--- src/rtl/b11p_modscrambler.sv ---
// b11p_modscrambler: modular scrambler benchmark core.
// Samples a W-bit word while the hold strobe is low, classifies it and runs
// a multi-cycle datapath (scale, add/subtract, iterative modular reduction,
// offset correction) before presenting a W-bit result on a valid/ready port.
// Optional build macro: B11P_ITER_LIMIT_EN adds a bounded reduction loop
// (parameter MAX_ITER) and a sticky err output.

module b11p_modscrambler #(
  parameter int W    = 6,
  parameter int MOD  = 26,
  parameter int CMAX = 25,
  parameter int K0   = 21,
  parameter int K1   = 42,
  parameter int K2   = 7,
  parameter int K3   = 28
`ifdef B11P_ITER_LIMIT_EN
  ,
  parameter int MAX_ITER = 16
`endif
) (
  input  logic         clock,
  input  logic         reset,
  input  logic [W-1:0] x_in,
  input  logic         stbi,
  input  logic         out_ready,
  output logic [W-1:0] x_out,
  output logic         x_valid,
  output logic         busy
`ifdef B11P_ITER_LIMIT_EN
  ,
  output logic         err
`endif
);

  // Accumulator carries three guard bits; its MSB is the sign bit.
  localparam int AW = W + 3;

  // All constants are folded into accumulator width (silent truncation).
  localparam logic [AW-1:0] MOD_A    = AW'(MOD);
  localparam logic [AW-1:0] K0_A     = AW'(K0);
  localparam logic [AW-1:0] K1_A     = AW'(K1);
  localparam logic [AW-1:0] K2_A     = AW'(K2);
  localparam logic [AW-1:0] K3_A     = AW'(K3);
  localparam logic [AW-1:0] RSOT_LIM = AW'((1 << W) - 1);
  localparam logic [W-1:0]  CMAX_W   = W'(CMAX);
  localparam logic [W-1:0]  ONES_W   = {W{1'b1}};

`ifdef B11P_ITER_LIMIT_EN
  localparam logic [4:0]    ITER_LIM = 5'(MAX_ITER);
`endif

  typedef enum logic [3:0] {
    ST_RESET   = 4'd0,
    ST_DATAIN  = 4'd1,
    ST_SPAZIO  = 4'd2,
    ST_MUL     = 4'd3,
    ST_SOMMA   = 4'd4,
    ST_RSUM    = 4'd5,
    ST_RSOT    = 4'd6,
    ST_COMPL   = 4'd7,
    ST_DATAOUT = 4'd8
  } state_t;

  state_t        state_reg,   state_next;
  logic [W-1:0]  r_in_reg,    r_in_next;
  logic [W-1:0]  cont_reg,    cont_next;
  logic [AW-1:0] acc_reg,     acc_next;
  logic [W-1:0]  x_out_reg,   x_out_next;
  logic          x_valid_reg, x_valid_next;

`ifdef B11P_ITER_LIMIT_EN
  logic [4:0]    iter_reg,    iter_next;
  logic          err_reg,     err_next;
`endif

  // Convenience views of the datapath registers.
  logic [AW-1:0] r_ext;
  logic          acc_sign;
  logic [W-1:0]  acc_low;
  logic [W-1:0]  acc_low_neg;

  assign r_ext       = {3'b000, r_in_reg};
  assign acc_sign    = acc_reg[AW-1];
  assign acc_low     = acc_reg[W-1:0];
  assign acc_low_neg = ~acc_low + 1'b1;

  // Register bank: synchronous reset wins over everything, including a
  // pending result or an in-flight reduction.
  always_ff @(posedge clock) begin
    if (reset) begin
      state_reg   <= ST_RESET;
      r_in_reg    <= '0;
      cont_reg    <= '0;
      acc_reg     <= '0;
      x_out_reg   <= '0;
      x_valid_reg <= 1'b0;
`ifdef B11P_ITER_LIMIT_EN
      iter_reg    <= '0;
      err_reg     <= 1'b0;
`endif
    end else begin
      state_reg   <= state_next;
      r_in_reg    <= r_in_next;
      cont_reg    <= cont_next;
      acc_reg     <= acc_next;
      x_out_reg   <= x_out_next;
      x_valid_reg <= x_valid_next;
`ifdef B11P_ITER_LIMIT_EN
      iter_reg    <= iter_next;
      err_reg     <= err_next;
`endif
    end
  end

  // Next-state and datapath update for every FSM state.
  always_comb begin
    state_next = state_reg;
    r_in_next  = r_in_reg;
    cont_next  = cont_reg;
    acc_next   = acc_reg;
    x_out_next = x_out_reg;
    // A consumed result drops valid unless a new result overrides below.
    x_valid_next = out_ready ? 1'b0 : x_valid_reg;
`ifdef B11P_ITER_LIMIT_EN
    iter_next = iter_reg;
    err_next  = err_reg;
`endif

    case (state_reg)
      ST_RESET: begin
        cont_next  = '0;
        r_in_next  = x_in;
        x_out_next = '0;
        // x_out has just been zeroed, so it must not be offered as valid.
        x_valid_next = 1'b0;
        state_next = ST_DATAIN;
      end

      ST_DATAIN: begin
        r_in_next  = x_in;
        state_next = stbi ? ST_DATAIN : ST_SPAZIO;
      end

      ST_SPAZIO: begin
        if (r_in_reg == '0 || r_in_reg == ONES_W) begin
          // Extreme words bypass the arithmetic and bump the counter.
          cont_next  = (cont_reg < CMAX_W) ? cont_reg + 1'b1 : '0;
          acc_next   = r_ext;
          state_next = ST_DATAOUT;
        end else if (r_ext <= MOD_A) begin
          state_next = ST_MUL;
        end else begin
          // Out-of-range word: drop it silently.
          state_next = ST_DATAIN;
        end
      end

      ST_MUL: begin
        acc_next   = r_in_reg[0] ? ({3'b000, cont_reg} << 1) : {3'b000, cont_reg};
        state_next = ST_SOMMA;
      end

      ST_SOMMA: begin
`ifdef B11P_ITER_LIMIT_EN
        iter_next = '0;
`endif
        if (r_in_reg[1]) begin
          acc_next   = r_ext + acc_reg;
          state_next = ST_RSUM;
        end else begin
          acc_next   = r_ext - acc_reg;
          state_next = ST_RSOT;
        end
      end

      ST_RSUM: begin
        if (!acc_sign && acc_reg > MOD_A) begin
          acc_next = acc_reg - MOD_A;
`ifdef B11P_ITER_LIMIT_EN
          iter_next = iter_reg + 5'd1;
          if (iter_reg + 5'd1 >= ITER_LIM) begin
            err_next   = 1'b1;
            state_next = ST_COMPL;
          end
`endif
        end else begin
          state_next = ST_COMPL;
        end
      end

      ST_RSOT: begin
        if (!acc_sign && acc_reg > RSOT_LIM) begin
          acc_next = acc_reg + MOD_A;
`ifdef B11P_ITER_LIMIT_EN
          iter_next = iter_reg + 5'd1;
          if (iter_reg + 5'd1 >= ITER_LIM) begin
            err_next   = 1'b1;
            state_next = ST_COMPL;
          end
`endif
        end else begin
          state_next = ST_COMPL;
        end
      end

      ST_COMPL: begin
        case (r_in_reg[3:2])
          2'd0:    acc_next = acc_reg - K0_A;
          2'd1:    acc_next = acc_reg - K1_A;
          2'd2:    acc_next = acc_reg + K2_A;
          default: acc_next = acc_reg + K3_A;
        endcase
        state_next = ST_DATAOUT;
      end

      ST_DATAOUT: begin
        if (x_valid_reg && !out_ready) begin
          // Previous result not yet taken: hold everything.
          x_valid_next = 1'b1;
          state_next   = ST_DATAOUT;
        end else begin
          x_out_next   = acc_sign ? acc_low_neg : acc_low;
          x_valid_next = 1'b1;
          state_next   = ST_DATAIN;
        end
      end

      default: begin
        state_next = ST_RESET;
      end
    endcase
  end

  assign x_out   = x_out_reg;
  assign x_valid = x_valid_reg;
  assign busy    = (state_reg != ST_DATAIN);
`ifdef B11P_ITER_LIMIT_EN
  assign err     = err_reg;
`endif

endmodule
--- config.mk ---
export PLATFORM = sky130hd
export DESIGN_NAME = b11p_modscrambler
export DESIGN_NICKNAME = d
export VERILOG_FILES = /design/src/rtl/b11p_modscrambler.sv
export SDC_FILE = /design/constraint.sdc
export NUM_CORES = 1
export LEC_CHECK = 0
export CAP_MARGIN = 40
export CORE_MARGIN = 3
export CORE_UTILIZATION = 41
export DETAILED_ROUTE_END_ITERATION = 8
export DONT_BUFFER_PORTS = 1
export GPL_ROUTABILITY_DRIVEN = 0
export SLEW_MARGIN = 0
export SYNTH_ARGS = -nofsm -noshare
export SYNTH_HDL_FRONTEND = slang
export SYNTH_SLANG_ARGS = --single-unit
--- constraint.sdc ---
create_clock -name clock -period 3.8 [get_ports clock]
set_input_delay 0.76 -clock clock [delete_from_list [all_inputs] [get_ports clock]]
set_output_delay 0.76 -clock clock [all_outputs]
set_load 0.01 [all_outputs]
; ---- After elaboration in Yosys (flattened, before gate mapping)
; Cells that the tools add are included.
[word_totals]
input_bits = 10
ff_bits = 32
[op_classes]
n_eq_ne = 18
bitwise_logic = 1
magnitude_cmp = 4
reduce_logical = 18
mux = 23
add_sub_neg = 10
[op_table]
columns = op, n
row1 = 9-bit one-hot mux with 6 select lines, 1
row2 = 9-bit 2-to-1 mux, 4
row3 = 4-bit one-hot mux with 9 select lines, 1
row4 = 9-bit one-hot mux with 3 select lines, 1
row5 = 6-bit 2-to-1 mux, 4
row6 = 6-bit one-hot mux with 2 select lines, 2
row7 = 9-bit by 5-bit adder with 9-bit output (second input constant), 2
row8 = 9-bit by 5-bit subtractor with 9-bit output (second input constant), 2
row9 = 4-bit by 3-bit equality test with 1-bit output (second input constant), 4
row10 = 4-bit 2-to-1 mux, 4
row11 = 6-bit by 1-bit adder with 6-bit output (second input constant), 2
row12 = 2-bit != test (second input constant), 6
row13 = 6-bit by 9-bit adder with 9-bit output, 1
row14 = 9-bit by 3-bit adder with 9-bit output (second input constant), 1
row15 = 9-bit by 5-bit > comparator with 1-bit output (second input constant), 1
row16 = 9-bit by 6-bit > comparator with 1-bit output (second input constant), 1
row17 = 6-bit by 9-bit subtractor with 9-bit output, 1
row18 = 9-bit by 6-bit subtractor with 9-bit output (second input constant), 1
row19 = 4-bit by 2-bit equality test with 1-bit output (second input constant), 2
row20 = 7-bit 2-to-1 mux, 1
row21 = 6-bit equality test (second input constant), 1
row22 = 6-bit by 5-bit <= comparator with 1-bit output (second input constant), 1
row23 = 6-bit zero test, 1
row24 = 6-bit by 5-bit less-than comparator with 1-bit output (second input constant), 1
row25 = other kinds (20), 28

; ---- Logic depth before layout (Yosys ltp)
[depth]
ltp_word = 5
ltp_mapped = 14
depth_no_buf = 13

; ---- Worst setup path before layout
; No wires, ideal clock.
[synth_timing]
path_type = flip-flop to flip-flop
start = register acc_reg[1]
end = register acc_reg[6]
path_slack_ns = 0.972
stages_incl_launch_ff = 12
synth_period_minus_slack_ns = 2.828
setup_ns = 0.135
required_ns = 3.665
arrival_ns = 2.693
path_cell_list = dfxtp_1 > buf_2 > inv_1 > ha_1 > nor4b_1 > nor2_1 > xor2_1 > ha_1 > o41ai_1 > xor2_1 > a2111oi_0 > a21oi_1
[synth_between]
elab_chain_cells = 4
[synth_rtl]
columns = item, line
row1 = "start, declared", 67  ; logic [AW-1:0] acc_reg, acc_next;
row2 = "start signal, assigned", 105  ; acc_reg <= acc_next;
row3 = "parallel branches: the longest is 4 deep, another holds 9-bit by 5-bit adder with 9-bit output", n/a
; Several ways; the timed one is not identified. The select of a mux whose other input is x is not followed.
; A chain may end at the register's enable or synchronous reset.

; ---- Final worst setup path
[layout_timing]
start = register acc_reg[2]
end = register acc_reg[6]
; The elaborated chain is that of the path after synthesis.

==> impl_metrics.yaml <==
global_routing:
  grt_max_degree: 25
  grt-ovfl-total: 0
  grt_usage: 0.221
  grt_pass1_vias: 3341
  antenna_found_initial: 0
  grt_first_pass_wirelength_um: 17100
layout:
  largest_reg_flops: 9
  layout_common_cells: "nor2_1 (46), a21oi_1 (43), nand2_1 (34), dfxtp_1 (32), ha_1 (29)"
  area_delta_synth_final_pct: 4.16
  drive_above_1_share: 0.0609
  layout.nets: 482
  layoutNonFillerInstCount: 545
  layout_commonest_cell: "nor2_1"
  antenna_cells: 0
timing:
  max_slew_margin: 0.436
  fin_crit_sh: 0.865
  report.final.slew_viol_count: 0
  hold_viol: 0
  rsz0062_at_grt: "false"
  setup_viol: 0
  max_freq_mhz: 304
  min_period_ps: 3290
  tightest_slew_ps: 845
  skew_ps: 4.25
  fin_setup_tns_ps: 0
critical_path:
  reg2reg_setup_slack_ps: 510
  worstPathArrival_ps: 3430
  reg2reg_from: "acc_reg[2]"
  crit_chain: "inv_1 -> ha_1 -> nor4b_1 -> nor2_1 -> xor2_1 -> ha_1 -> o41ai_1 -> xor2_1 -> a2111oi_0 -> a21oi_1"
  critPathRequiredTime_ps: 3940
  reg2reg_to: "acc_reg[6]"
  path_buf_inv: 1
  path_depth: 10
  critPathKind: "flip-flop to flip-flop"
  max_stage_delay_ps: 590
  r2r_cells: 10
  cp-start-kind: "flip-flop"
  endpoint: "acc_reg[6]"
  worstPathMaxFanout: 9
  critPathLaunch: "acc_reg[2]"
  cpMaxStageDelayCell: "o41ai_1"
  crit_family: "compound AO/OA/AOI/OAI gates"
  end_kind: "flip-flop"
synth:
  synthCells: 456
  netlist.area_leader.share: 0.188
  synth_ff_type: "dfxtp_1"
  synthArstFlopShare: 0
  synth_top_cell_by_area: "dfxtp_1"
  ys_types: 66
  synthesis.area_mm2: 0.00340
  ys_warn_count: 0
  syn_nets: 495
  ys_ff_latch: 32
  syn-mean-instance-area_um2: 7.46
  ys_seq_area_frac: 0.188
  synth_edf_count: 0
  synthTopCellsByArea: "dfxtp_1 (19%), ha_1 (11%), xnor2_1 (7.0%)"
cts:
  cts_hold_buf: 0
  post_cts_buffers: 0
  cts_root_buf: "clkbuf_8"
  clk_latency_ps: 280
  h-tree-depth: 2
  cts.clk_slew.worst_paths_ps: 70
  cts_resized: 0
  clock_path_buffers: 2
  clock-sinks: 32
  cts_tree: "yes"
  tritoncts.num_buffers: 5
detailed_routing:
  routed_wl_um: 10500
  drc: 0
  viasPerCell: 6.20
  firstDrtPassIters: 5
  vias: 3378
  postRouteAntennaNets: 0
  drtIter0Drc: 236
  post_drt_wl_per_cell_um: 19.2
die:
  die_w_um: 97.1
  fp-row-count: 32
  initial_core_util: 0.431
  dieArea_mm2: 0.00942
  die_y_um: 97.1
  ios: 18
  core_mm2: 0.00789
power:
  p_int_mw: 0.758
  switching_share: 0.438
  p_comb_frac: 0.495
  power.share.sequential: 0.319
  cellPowerDensity_mw_per_mm2: 380
  p_leak_nw: 1.34
  power.switching_mw: 0.590
  p_clk_frac: 0.187
  peakVddDrop_mv: 0.237
placed_design:
  port_buffers: 0
  dp.cells: 538
  place_hpwl_um: 7740
run:
  maxCapViolCount: 0
run_status:
  status: "finished clean"
hold_path:
  hp-start: "reset"
  hold_class: "input pin to flip-flop"
-- power by group through the flow --
| stage | logic (mW) | registers, mW | clock network [mW] |
|---|---|---|---|
| floorplan | 0.541 | 0.392 | 0 |
| global placement | 0.647 | 0.435 | 0 |
| detailed placement | 0.651 | 0.436 | 0 |
| CTS | 0.655 | 0.428 | 0.264 |
| global route | 0.734 | 0.436 | 0.277 |
| finish | 0.667 | 0.429 | 0.252 |
-- cell usage after synthesis (5+ instances only) --
cell type,instances
a211oi_1,5
a21oi_1,43
a221oi_1,6
a22oi_1,8
buf_1,5
clkbuf_1,17
dfxtp_1,32
ha_1,29
inv_1,19
mux2i_1,12
nand2_1,34
nand2b_1,8
nand3_1,11
nor2_1,46
nor2b_1,8
nor3_1,15
o211ai_1,7
o21ai_0,25
o22ai_1,7
xnor2_1,27
xor2_1,11
-- metal layers --
| metal | GRT usage | wire length, um |
|---|---|---|
| met5 | 0 | 0 |
| met4 | 0.107 | 405 |
| met3 | 0.0431 | 705 |
| met2 | 0.350 | 4850 |
| met1 | 0.288 | 4500 |
-- worst min path at each step --
stage	end	slack, ps	cells past startpoint
after floorplan	cont_reg[4]	480	2
after global placement	cont_reg[4]	530	2
after detailed placement	cont_reg[5]	560	2
after CTS	acc_reg[7]	530	1
after global routing	x_out[2]	520	1
final	acc_reg[7]	540	1
-- stage by stage --
step / hold WS (ps) / power, mW / setup WS (ps) / util / area [um2]
2_1_floorplan: 484 / 0.933 / 972 / - / 3400
3_3_place_gp: 531 / 1.08 / 701 / 0.439 / 3460
3_5_place_dp: 560 / 1.09 / 595 / 0.439 / 3460
4_1_cts: 528 / 1.35 / 578 / 0.449 / 3540
5_1_grt: 524 / 1.45 / 187 / 0.449 / 3540
6_report: 536 / 1.35 / 514 / 0.449 / 3540
-- area by class of cell --
cell class                 instances  area [um2]
sequential                        32         641
tap                              102         128
clock inverter                     2        12.5
timing repair buffer               8        60.1
inverter                          19        71.3
clock buffer                       5        68.8
fill                             806        4350
multi-input combinational        377        2560
-- kinds of logic after synthesis --
group | count (synthesis) | share of synthesized area
buffers and inverters | 47 | 0.0585
flip-flops | 32 | 0.188
XOR/XNOR | 38 | 0.0979
AO/OA/AOI/OAI | 143 | 0.277
multiplexers | 14 | 0.0419
AND/OR/NAND/NOR | 153 | 0.230
adder cells (fa/ha/maj) | 29 | 0.107
Note: power is estimated with default switching activity, not from simulation.
